## src/rtl/host_cfg_sequencer_pkg.sv

```systemverilog
// rtl/host_cfg_sequencer_pkg.sv - shared command-bus layout, opcodes and sequencer states
package host_cfg_sequencer_pkg;

    localparam int H_C_W      = 60;
    localparam int RUN_SPM_B  = 59;
    localparam int RUN_PE_HI  = 58;
    localparam int RUN_PE_LO  = 54;
    localparam int INIT_SPM_B = 53;
    localparam int INIT_PE_HI = 52;
    localparam int INIT_PE_LO = 48;
    localparam int PE_INST    = 48;

    localparam logic [3:0] OP_NOP      = 4'd0;
    localparam logic [3:0] OP_INIT_SPM = 4'd1;
    localparam logic [3:0] OP_INIT_PE  = 4'd2;
    localparam logic [3:0] OP_RUN      = 4'd3;
    localparam logic [3:0] OP_WAIT     = 4'd4;
    localparam logic [3:0] OP_END      = 4'd5;

    typedef enum logic [1:0] {
        ST_IDLE,
        ST_EXEC,
        ST_RUN,
        ST_WAIT
    } seq_state_t;

    function automatic logic [H_C_W-1:0] pack_hc(
        input logic               run_spm,
        input logic [4:0]         run_pe,
        input logic               init_spm,
        input logic [4:0]         init_pe,
        input logic [PE_INST-1:0] inst
    );
        logic [H_C_W-1:0] hc;
        hc                         = '0;
        hc[RUN_SPM_B]              = run_spm;
        hc[RUN_PE_HI:RUN_PE_LO]    = run_pe;
        hc[INIT_SPM_B]             = init_spm;
        hc[INIT_PE_HI:INIT_PE_LO]  = init_pe;
        hc[PE_INST-1:0]            = inst;
        return hc;
    endfunction

endpackage

```

## src/rtl/host_cfg_sequencer_cfg_cmd_fifo.sv

```systemverilog
// rtl/host_cfg_sequencer_cfg_cmd_fifo.sv - show-ahead synchronous command FIFO with flush
module cfg_cmd_fifo
    import host_cfg_sequencer_pkg::*;
#(
    parameter int DEPTH = 4,
    parameter int WIDTH = 64
) (
    input  logic             clk,
    input  logic             rst,
    input  logic             flush,
    input  logic             push,
    input  logic [WIDTH-1:0] wdata,
    input  logic             pop,
    output logic             full,
    output logic             empty,
    output logic [WIDTH-1:0] head
);

    localparam int AW = $clog2(DEPTH);

    logic [WIDTH-1:0] mem [DEPTH];
    logic [AW:0]      wr_ptr;
    logic [AW:0]      rd_ptr;
    logic             do_push;
    logic             do_pop;

    // Extra pointer MSB distinguishes full from empty when the indices match.
    assign empty   = (wr_ptr == rd_ptr);
    assign full    = (wr_ptr[AW] != rd_ptr[AW]) && (wr_ptr[AW-1:0] == rd_ptr[AW-1:0]);
    assign head    = mem[rd_ptr[AW-1:0]];
    assign do_push = push && !full;
    assign do_pop  = pop && !empty;

    always_ff @(posedge clk) begin
        if (rst || flush) begin
            wr_ptr <= '0;
            rd_ptr <= '0;
        end else begin
            if (do_push) wr_ptr <= wr_ptr + (AW+1)'(1);
            if (do_pop)  rd_ptr <= rd_ptr + (AW+1)'(1);
        end
    end

    always_ff @(posedge clk) begin
        if (do_push) mem[wr_ptr[AW-1:0]] <= wdata;
    end

endmodule

```

## src/rtl/host_cfg_sequencer.sv

```systemverilog
// rtl/host_cfg_sequencer.sv - buffers host command words and sequences them onto host_controller
module host_cfg_sequencer
    import host_cfg_sequencer_pkg::*;
#(
    parameter int FIFO_DEPTH = 4,
    parameter int CNT_W      = 16
) (
    input  logic             clk,
    input  logic             rst,
    input  logic             start,
    input  logic             abort,
    input  logic             cmd_valid,
    output logic             cmd_ready,
    input  logic [63:0]      cmd_data,
    output logic [H_C_W-1:0] host_controller,
    output logic             busy,
    output logic             done,
    output logic             err
);

    seq_state_t       state;
    logic [CNT_W-1:0] cnt;
    logic             fifo_full;
    logic             fifo_empty;
    logic [63:0]      head;
    logic             pop;

    logic [3:0]       opcode;
    logic [11:0]      aux;
    logic [47:0]      payload;
    logic [CNT_W-1:0] n_cycles;
    logic [5:0]       unused_aux;

    seq_state_t       dec_state;
    logic [H_C_W-1:0] dec_hc;
    logic [CNT_W-1:0] dec_cnt;
    logic             dec_done;
    logic             dec_err;

    assign cmd_ready  = !fifo_full;
    assign opcode     = head[63:60];
    assign aux        = head[59:48];
    assign payload    = head[47:0];
    assign n_cycles   = payload[CNT_W-1:0];
    assign unused_aux = aux[11:6];

    // The next command may pop in the final RUN/WAIT cycle so windows abut without a bubble.
    assign pop = !abort && !fifo_empty &&
                 ((state == ST_EXEC) ||
                  (((state == ST_RUN) || (state == ST_WAIT)) && (cnt == '0)));

    cfg_cmd_fifo #(
        .DEPTH (FIFO_DEPTH),
        .WIDTH (64)
    ) u_fifo (
        .clk   (clk),
        .rst   (rst),
        .flush (abort),
        .push  (cmd_valid && !abort),
        .wdata (cmd_data),
        .pop   (pop),
        .full  (fifo_full),
        .empty (fifo_empty),
        .head  (head)
    );

    always_comb begin
        dec_state = ST_EXEC;
        dec_hc    = '0;
        dec_cnt   = '0;
        dec_done  = 1'b0;
        dec_err   = 1'b0;
        case (opcode)
            OP_NOP: ;
            OP_INIT_SPM: dec_hc = pack_hc(1'b0, 5'd0, 1'b1, 5'd0, payload);
            OP_INIT_PE:  dec_hc = pack_hc(1'b0, 5'd0, 1'b0, aux[4:0], payload);
            OP_RUN: begin
                if (n_cycles != '0) begin
                    dec_hc    = pack_hc(aux[5], aux[4:0], 1'b0, 5'd0, '0);
                    dec_state = ST_RUN;
                    dec_cnt   = n_cycles - CNT_W'(1);
                end
            end
            OP_WAIT: begin
                if (n_cycles != '0) begin
                    dec_state = ST_WAIT;
                    dec_cnt   = n_cycles - CNT_W'(1);
                end
            end
            OP_END: begin
                dec_state = ST_IDLE;
                dec_done  = 1'b1;
            end
            default: dec_err = 1'b1;
        endcase
    end

    always_ff @(posedge clk) begin
        if (rst) begin
            state           <= ST_IDLE;
            cnt             <= '0;
            host_controller <= '0;
            busy            <= 1'b0;
            done            <= 1'b0;
            err             <= 1'b0;
        end else if (abort) begin
            state           <= ST_IDLE;
            cnt             <= '0;
            host_controller <= '0;
            busy            <= 1'b0;
        end else if (pop) begin
            state           <= dec_state;
            cnt             <= dec_cnt;
            host_controller <= dec_hc;
            busy            <= (dec_state != ST_IDLE);
            if (dec_done) done <= 1'b1;
            if (dec_err)  err  <= 1'b1;
        end else begin
            case (state)
                ST_IDLE: begin
                    host_controller <= '0;
                    if (start) begin
                        state <= ST_EXEC;
                        busy  <= 1'b1;
                        done  <= 1'b0;
                        err   <= 1'b0;
                    end
                end
                ST_EXEC: host_controller <= '0;
                default: begin
                    if (cnt != '0) begin
                        cnt <= cnt - CNT_W'(1);
                    end else begin
                        state           <= ST_EXEC;
                        host_controller <= '0;
                    end
                end
            endcase
        end
    end

endmodule

```

## config.mk

```make
export PLATFORM = sky130hd
export DESIGN_NAME = host_cfg_sequencer
export DESIGN_NICKNAME = d
export VERILOG_FILES = /design/src/rtl/host_cfg_sequencer_pkg.sv /design/src/rtl/host_cfg_sequencer_cfg_cmd_fifo.sv /design/src/rtl/host_cfg_sequencer.sv
export SDC_FILE = /design/constraint.sdc
export NUM_CORES = 1
export LEC_CHECK = 0
export BUFFER_PORTS_ARGS = -buffer_cell sky130_fd_sc_hd__buf_2
export CAP_MARGIN = 30
export CORE_ASPECT_RATIO = 2
export CORE_UTILIZATION = 50
export DETAILED_ROUTE_END_ITERATION = 16
export PLACE_DENSITY = 0.79
export SLEW_MARGIN = 20
export SYNTH_ARGS = -nofsm -noshare
export SYNTH_HDL_FRONTEND = slang
export SYNTH_HIERARCHICAL = 1
export SYNTH_SLANG_ARGS = --single-unit
```

## constraint.sdc

```tcl
create_clock -name clk -period 14.83 [get_ports clk]
set_input_delay 1.483 -clock clk [delete_from_list [all_inputs] [get_ports clk]]
set_output_delay 1.483 -clock clk [all_outputs]
set_load 0.05 [all_outputs]
```

== Yosys cells after proc, flatten, opt, wreduce, memory -nomap -nowiden ==
Memories as Yosys holds them, arrays and structs flattened. A register that Yosys moved wholly into a read port is not among the register bits.
Index checks and enable logic that the tools add are counted.

* Bits in registers: 87
* Bits in writable memories: 256
* Input port bits: 69
* Output and inout bits: 64
* Logic and storage cells: 94
* Memories kept: 1

{| class="wikitable"
|+ Memories
! name !! words !! width !! read ports !! clocked after Yosys merged registers in !! wr ports !! line !! text
|-
| u_fifo.mem || 4 || 64 || 1 || 1 || 1 || host_cfg_sequencer_cfg_cmd_fifo.sv:21 || <nowiki>logic [WIDTH-1:0] mem [DEPTH];</nowiki>
|}

* $add $sub $neg: 4
* Equal/unequal tests: 18
* Mux-type cells: 31
* Bitwise logic cells: 1
* Reduce and logical (&&, ||, !) cells: 31

{| class="wikitable"
|+ Operators by type and width
! kind !! count
|-
| $mux 60 || 4
|-
| $pmux 60 s3 || 1
|-
| $mux 16 || 5
|-
| $reduce_bool 16->1 || 2
|-
| $sub 16x1->16 const B || 2
|-
| $logic_not 16->1 || 1
|-
| $mux 2 || 7
|-
| $mux 1 || 12
|-
| $eq 4x2->1 const B || 2
|-
| $eq 4x3->1 const B || 2
|-
| $reduce_and 4->1 || 2
|-
| $reduce_bool 2->1 || 4
|-
| $logic_and 1x1->1 || 7
|-
| $add 3x1->3 const B || 2
|-
| $ne 3x2->1 const B || 2
|-
| $pmux 2 s3 || 1
|-
| $reduce_or 2->1 || 3
|-
| $reduce_or 6->1 || 1
|-
| $eq 2x2->1 const B || 2
|-
| $eq 4x1->1 const B || 1
|-
| $logic_not 4->1 || 1
|-
| $ne 2x1->1 const B || 2
|-
| $ne 2x2->1 const B || 2
|-
| $pmux 2 s2 || 1
|-
| 11 further kinds || 16
|}

== Depth between registers and ports, before layout ==
Gate-level depths: netlist of run 1.

* Depth after elaboration: 8
* Gate-level depth with buffers: 12
* Mapped depth without buffers: 10

== By module ==
Netlist of run 1, hierarchy kept.

{| class="wikitable"
|+ By module, submodules not included
! module !! times used !! cells an instance !! area an instance (um^2) !! seq. area each (um^2)
|-
| cfg_cmd_fifo || 1 || 402 || 9781.9 || 7847.5
|-
| host_cfg_sequencer || 1 || 430 || 3691.0 || 1621.6
|}

== Worst setup path after synthesis of run 1 ==
Ideal clock, no wire load.

* Kind: input -> register
* Start point: in cmd_valid
* End point: mem u_fifo.mem[3][0], enable pin
* Library setup time: 0.524 ns
* Arrival time: 5.165 ns
* Data required time: 14.306 ns
* Path slack: 9.141 ns
* Cell stages on the path: 3
* Path buffers: 0
* Path through: nor2b_1 nand2_1 a31oi_1

* Cells in the longest elaborated chain, start to end: 4

{| class="wikitable"
|+ Ends and longest elaborated chain
! what !! line !! text
|-
| start: declaration || host_cfg_sequencer.sv:12 || <nowiki>input logic cmd_valid,</nowiki>
|-
| $logic_and 1x1->1 || host_cfg_sequencer.sv:59 || <nowiki>.push (cmd_valid && !abort),</nowiki>
|-
| $logic_and 1x1->1 || host_cfg_sequencer_cfg_cmd_fifo.sv:31 || <nowiki>assign do_push = push && !full;</nowiki>
|-
| $mux 1 || host_cfg_sequencer_cfg_cmd_fifo.sv:45 || <nowiki>if (do_push) mem[wr_ptr[AW-1:0]] <= wdata;</nowiki>
|-
| $mux 1 (not written as such) || host_cfg_sequencer_cfg_cmd_fifo.sv:45 ||
|-
| end: declaration || host_cfg_sequencer_cfg_cmd_fifo.sv:21 ||
|}

Every way passes these cells.

==> results of run 1 <==
[worst min path at each step]
stage / start / endpoint / slack [ps] / cells after the start
finish: err / err / 480 / 2
global route: host_controller[52] / host_controller[52] / 500 / 1
global placement: err / err / 460 / 2
CTS: err / err / 470 / 2
floorplan: u_fifo/rd_ptr[2] / u_fifo/rd_ptr[2] / 490 / 2
detailed placement: host_controller[52] / host_controller[52] / 460 / 1
[cell type report]
| cell class | instances | area, um2 | area share |
|---|---|---|---|
| Clock inverter | 12 | 116 | 0.00805 |
| Multi-Input combinational cell | 429 | 3640 | 0.252 |
| Inverter | 11 | 41.3 | 0.00286 |
| Clock buffer | 38 | 747 | 0.0517 |
| Sequential cell | 321 | 8750 | 0.606 |
| Timing Repair Buffer | 138 | 721 | 0.0499 |
| Antenna cell | 4 | 10.0 | 0.000693 |
| Tap cell | 332 | 415 | 0.0288 |
[state kept, by name, summed over array words and instances (netlist names), named ones only]
name,cells
u_fifo/rd_ptr,3
u_fifo/wr_ptr,3
u_fifo/mem,232
state,2
busy,1
err,1
cnt,16
host_controller,60
done,1
[power by group through the flow]
| stage | registers, uW | clock network (uW) | logic, uW |
|---|---|---|---|
| after detailed placement | 994 | 0 | 49.1 |
| after floorplan | 994 | 0 | 25.2 |
| after global routing | 975 | 735 | 53.5 |
| final | 974 | 689 | 48.9 |
| after CTS | 974 | 704 | 49.3 |
| after global placement | 993 | 0 | 47.0 |
[worst max-delay path, stage by stage, from the launching register on]
cell	delay, ps
dfxtp_4	730
buf_4	630
mux4_2	680
nand2b_1	200
o22ai_1	190
o311ai_2	230
nor2_1	700
nand2_1	160
a21oi_1	190
[routing by layer]
metal | wire length [um] | part of all wire
met4 | 1270 | 0.049
met5 | 0 | 0
met3 | 1310 | 0.050
met1 | 9420 | 0.36
met2 | 14200 | 0.54
[stage by stage]
step / std cells / area (um2)
finish: 1285 / 14400
global route: 1285 / 14400
CTS: 1281 / 14400
detailed placement: 1231 / 13600
global placement: 1230 / 13600
floorplan: 802 / 12600
==> flow_metrics.tcl, run 1 <==
set metrics [dict create \
    place_congestion 0.855 \
    hold_class "register to register" \
    mostFrequentLayoutCells "edfxtp_1 (232), buf_2 (126), nor2_1 (90)" \
    start_util 0.512 \
    start_kind "register" \
    holdBufCountCts 0 \
    ys.warnings.count 6 \
    cp-endpoint "cnt[7]" \
    drtIter0Drc 420 \
    pwr-share-clk 0.402 \
    coreArea_um2 24600 \
    cp_max_fo 30 \
    busiest_layer "met2" \
    die_height_um 227 \
    worstSetupPathType "register to register" \
    cap_violations 0 \
    total_leakage_power_uw 0.00486 \
    rsz0062_at_grt "no" \
    dpl_worst_slack_ps 10820 \
    min_period_ps 3820 \
    grt_usage 0.209 \
    setup_violations 0 \
    status "complete, no violations" \
    max_freq_mhz 262 \
    die-width_um 114 \
    cts_buffers 27 \
    routed_wirelength_mm 26.2 \
    layout_worst_path_cycle_share 0.258 \
    layout_commonest_cell "edfxtp_1" \
    syn_area_um2 12600 \
    cts_setup_buffers 0 \
    io_pins 133 \
    relSlewSlack 0.376 \
    hold_slack_ps 476 \
    cts_tree "yes" \
    synth.avg_cell_area_um2 15.7 \
    grt_overflow 0 \
    r2r_end "cnt[7]" \
    switching_share 0.196 \
    drive_gt1_frac 0.280 \
    irDropWorstVdd_mv 0.126 \
    io_buffer_count 126 \
    antenna_found_initial 4 \
    grt_max_degree 66 \
    reg2regPathDepth 8 \
    skew_ps 18.3 \
    arrival_ps 4290 \
    slew_viol_final 0 \
    grt_pass1_vias 7647 \
    num_vias 7423 \
    place_hpwl_mm 16.1 \
    report.final.hold_viol_count 0 \
    use_met2 0.376 \
    fill_cells 1894 \
    firstDrtPassIters 5 \
    viasPerCell 5.78 \
    syn-num-nets 878 \
    drtAntennaViolNets 0 \
    die_area_um2 25900 \
    p_sw_uw 335 \
    post_synth_inst_count 802 \
    area_growth_pct 14.5 \
    regToRegSetupSlack_ps 11010 \
    finalPower_uw 1710 \
    crit_path_end_kind "register" \
    h-tree-depth 1 \
    internal_power_uw 1380 \
    clk_latency_ps 550 \
    p_seq_frac 0.569 \
    worst_ep_required_time_ps 15300 \
    rows 81 \
    cts_resized 0 \
    worst_slew_pin_slew_ps 936 \
    p_comb_frac 0.029 \
    wl_per_cell_um 20.4 \
    drc 0 \
    fin_util 0.587 \
    use_met1 0.233 \
    layout.nets 1004 \
    fin_tns_setup_ps 0 \
    clk_path_buf_depth 3 \
    fin_ws_ps 11010 \
    grt_pass1_wl_mm 40.6 \
    cts_root_buf "clkbuf_16" \
    cts.sinks 321 \
    grt.met3_usage 0.0275 \
    cellPowerDensity_nw_per_um2 119 \
    cts.clk_slew.worst_paths_ps 70 \
]
No activity file was read; power rests on OpenSTA's default activity.
==> run 2, diff against run 1 <==
--- a/config.mk
+++ b/config.mk
@@ -5,12 +5,13 @@
 export SDC_FILE = /design/constraint.sdc
 export NUM_CORES = 1
 export LEC_CHECK = 0
+export ABC_AREA = 1
 export BUFFER_PORTS_ARGS = -buffer_cell sky130_fd_sc_hd__buf_2
 export CAP_MARGIN = 30
 export CORE_ASPECT_RATIO = 2
 export CORE_UTILIZATION = 50
 export DETAILED_ROUTE_END_ITERATION = 16
-export PLACE_DENSITY = 0.79
+export PLACE_DENSITY = 0.82
 export SLEW_MARGIN = 20
 export SYNTH_ARGS = -nofsm -noshare
 export SYNTH_HDL_FRONTEND = slang
==> constraint.sdc (replaced) <==
create_clock -name clk -period 3.28 [get_ports clk]
set_input_delay 0.328 -clock clk [delete_from_list [all_inputs] [get_ports clk]]
set_output_delay 0.328 -clock clk [all_outputs]
set_load 0.05 [all_outputs]
==> flow_metrics.tcl, run 2 <==
set metrics [dict create \
    setup_violations 0 \
    start_kind "register" \
    cts_resized 0 \
    io_buffer_count 126 \
    worst_slew_pin_slew_ps 705 \
    crit_family "simple AND/OR/NAND/NOR gates" \
    status "complete, no violations" \
    dpl.cell_count 1641 \
    wl_per_cell_um 17.7 \
    largest_register_ffs 232 \
    cts_setup_buffers 0 \
    finalNonFillerCells 1734 \
    rows 83 \
    hold_class "primary input to register" \
    layout_commonest_cell "edfxtp_1" \
    die-width_um 116 \
    grt_overflow 0 \
    cellPowerDensity_nw_per_um2 516 \
    start_util 0.509 \
    io_pins 133 \
    arrival_ps 3470 \
    grt_pass1_vias 9485 \
    die_area_um2 26800 \
    crit_top_cell "nor2_1" \
    cpPeakStageDelay_ps 520 \
    clk_latency_ps 550 \
    hold_slack_ps 9.47 \
    synth.avg_cell_area_um2 10.8 \
    cts.sinks 321 \
    worstSetupPathType "register to register" \
    die_height_um 231 \
    coreArea_um2 25700 \
    drc 0 \
    syn_area_um2 13100 \
    cts.clk_slew.worst_paths_ps 70 \
    grt_usage 0.234 \
    syn-num-nets 1289 \
    max_freq_mhz 332 \
    relSlewSlack 0.529 \
    place_congestion 0.872 \
    cap_violations 0 \
    fin_tns_setup_ps 0 \
    grt_pass1_wl_mm 48.0 \
    min_period_ps 3010 \
    place_hpwl_mm 19.0 \
    skew_ps 25.9 \
    cp_max_fo 48 \
    total_leakage_power_uw 0.00571 \
    grt_max_degree 117 \
    irDropWorstVdd_mv 0.587 \
    fin_util 0.601 \
    path_cells "inv_4 > buf_4 > o21ai_0 > o22ai_1 > nand2_1 > nor2_1 > nand2_1 > nor2_1 > a22oi_1 > nor2_1" \
    drive_gt1_frac 0.171 \
    holdBufCountCts 43 \
    firstDrtPassIters 5 \
    cp_num_buf_inv 2 \
    hp-start "cmd_data[52]" \
    fill_cells 1968 \
    drtIter0Drc 558 \
    finalPower_uw 7950 \
    viasPerCell 5.50 \
    layout_worst_path_cycle_share 0.918 \
    rsz0062_at_grt "no" \
    drtAntennaViolNets 0 \
    mostFrequentLayoutCells "edfxtp_1 (232), nand2_1 (187), nor2_1 (186)" \
    cts_root_buf "clkbuf_16" \
    num_vias 9529 \
    crit_path_end_kind "register" \
    ys.warnings.count 6 \
    area_growth_pct 18.0 \
    clk_path_buf_depth 3 \
    cts_buffers 26 \
    cts_tree "yes" \
    h-tree-depth 1 \
    worst_ep_required_time_ps 3730 \
    post_synth_inst_count 1213 \
    report.final.hold_viol_count 0 \
    slowest_stage "nor2_1" \
    antenna_found_initial 2 \
    routed_wirelength_mm 30.6 \
    layout.nets 1448 \
    slew_viol_final 0 \
]
==> run 2: cell type report <==
cell class                      count  area [um2]  share of cell area
Inverter                           60         228              0.0148
Tap cell                          340         425              0.0276
Multi-Input combinational cell    767        3700               0.240
Clock inverter                     18         185              0.0120
Timing Repair Buffer              196        1400              0.0909
Sequential cell                   321        8750               0.568
Clock buffer                       30         717              0.0465
Antenna cell                        2        5.00            0.000325
==> run 2: path summary, 6_finish.rpt <==
check,cells past startpoint,slack [ps],end
setup reg to reg,10,270,host_controller[57]
setup / recovery,10,270,host_controller[57]
hold / removal,1,9,u_fifo/mem[1][52]
hold reg to reg,2,450,done
==> run 2: report_power, final <==
part	leakage [uW]	total (uW)	internal, uW	switching [uW]
Sequential	0.00283	4410	4400	14.3
Combinational	0.00243	302	116	186
Clock	0.000445	3240	1820	1420
Total	0.00571	7950	6330	1620
==> run 2: per-layer routing <==
metal,share of wire,GRT usage,vias to the layer above,wire length [um]
li1,-,-,4531,-
met4,0.047,0.130,0,1430
met5,0,0,-,0
met2,0.54,0.423,332,16500
met1,0.36,0.257,4580,10900
met3,0.058,0.0326,86,1780
==> run 2: per-stage QoR <==
| step | worst slack (ps) | instance area, um2 |
|---|---|---|
| 6_report | 267 | 15400 |
| 5_1_grt | 36.6 | 15400 |
| 4_1_cts | 350 | 15400 |
| 3_5_place_dp | 375 | 14100 |
| 3_3_place_gp | 522 | 14100 |
| 2_1_floorplan | -452 | 13100 |
==> run 2: worst reg2reg max path: cells and delay by family (launching register included) <==
| kind | cells | cell delay [ps] |
|---|---|---|
| simple gates | 5 | 1180 |
| buf+inv | 2 | 770 |
| compound gates | 3 | 620 |
| flops | 1 | 360 |
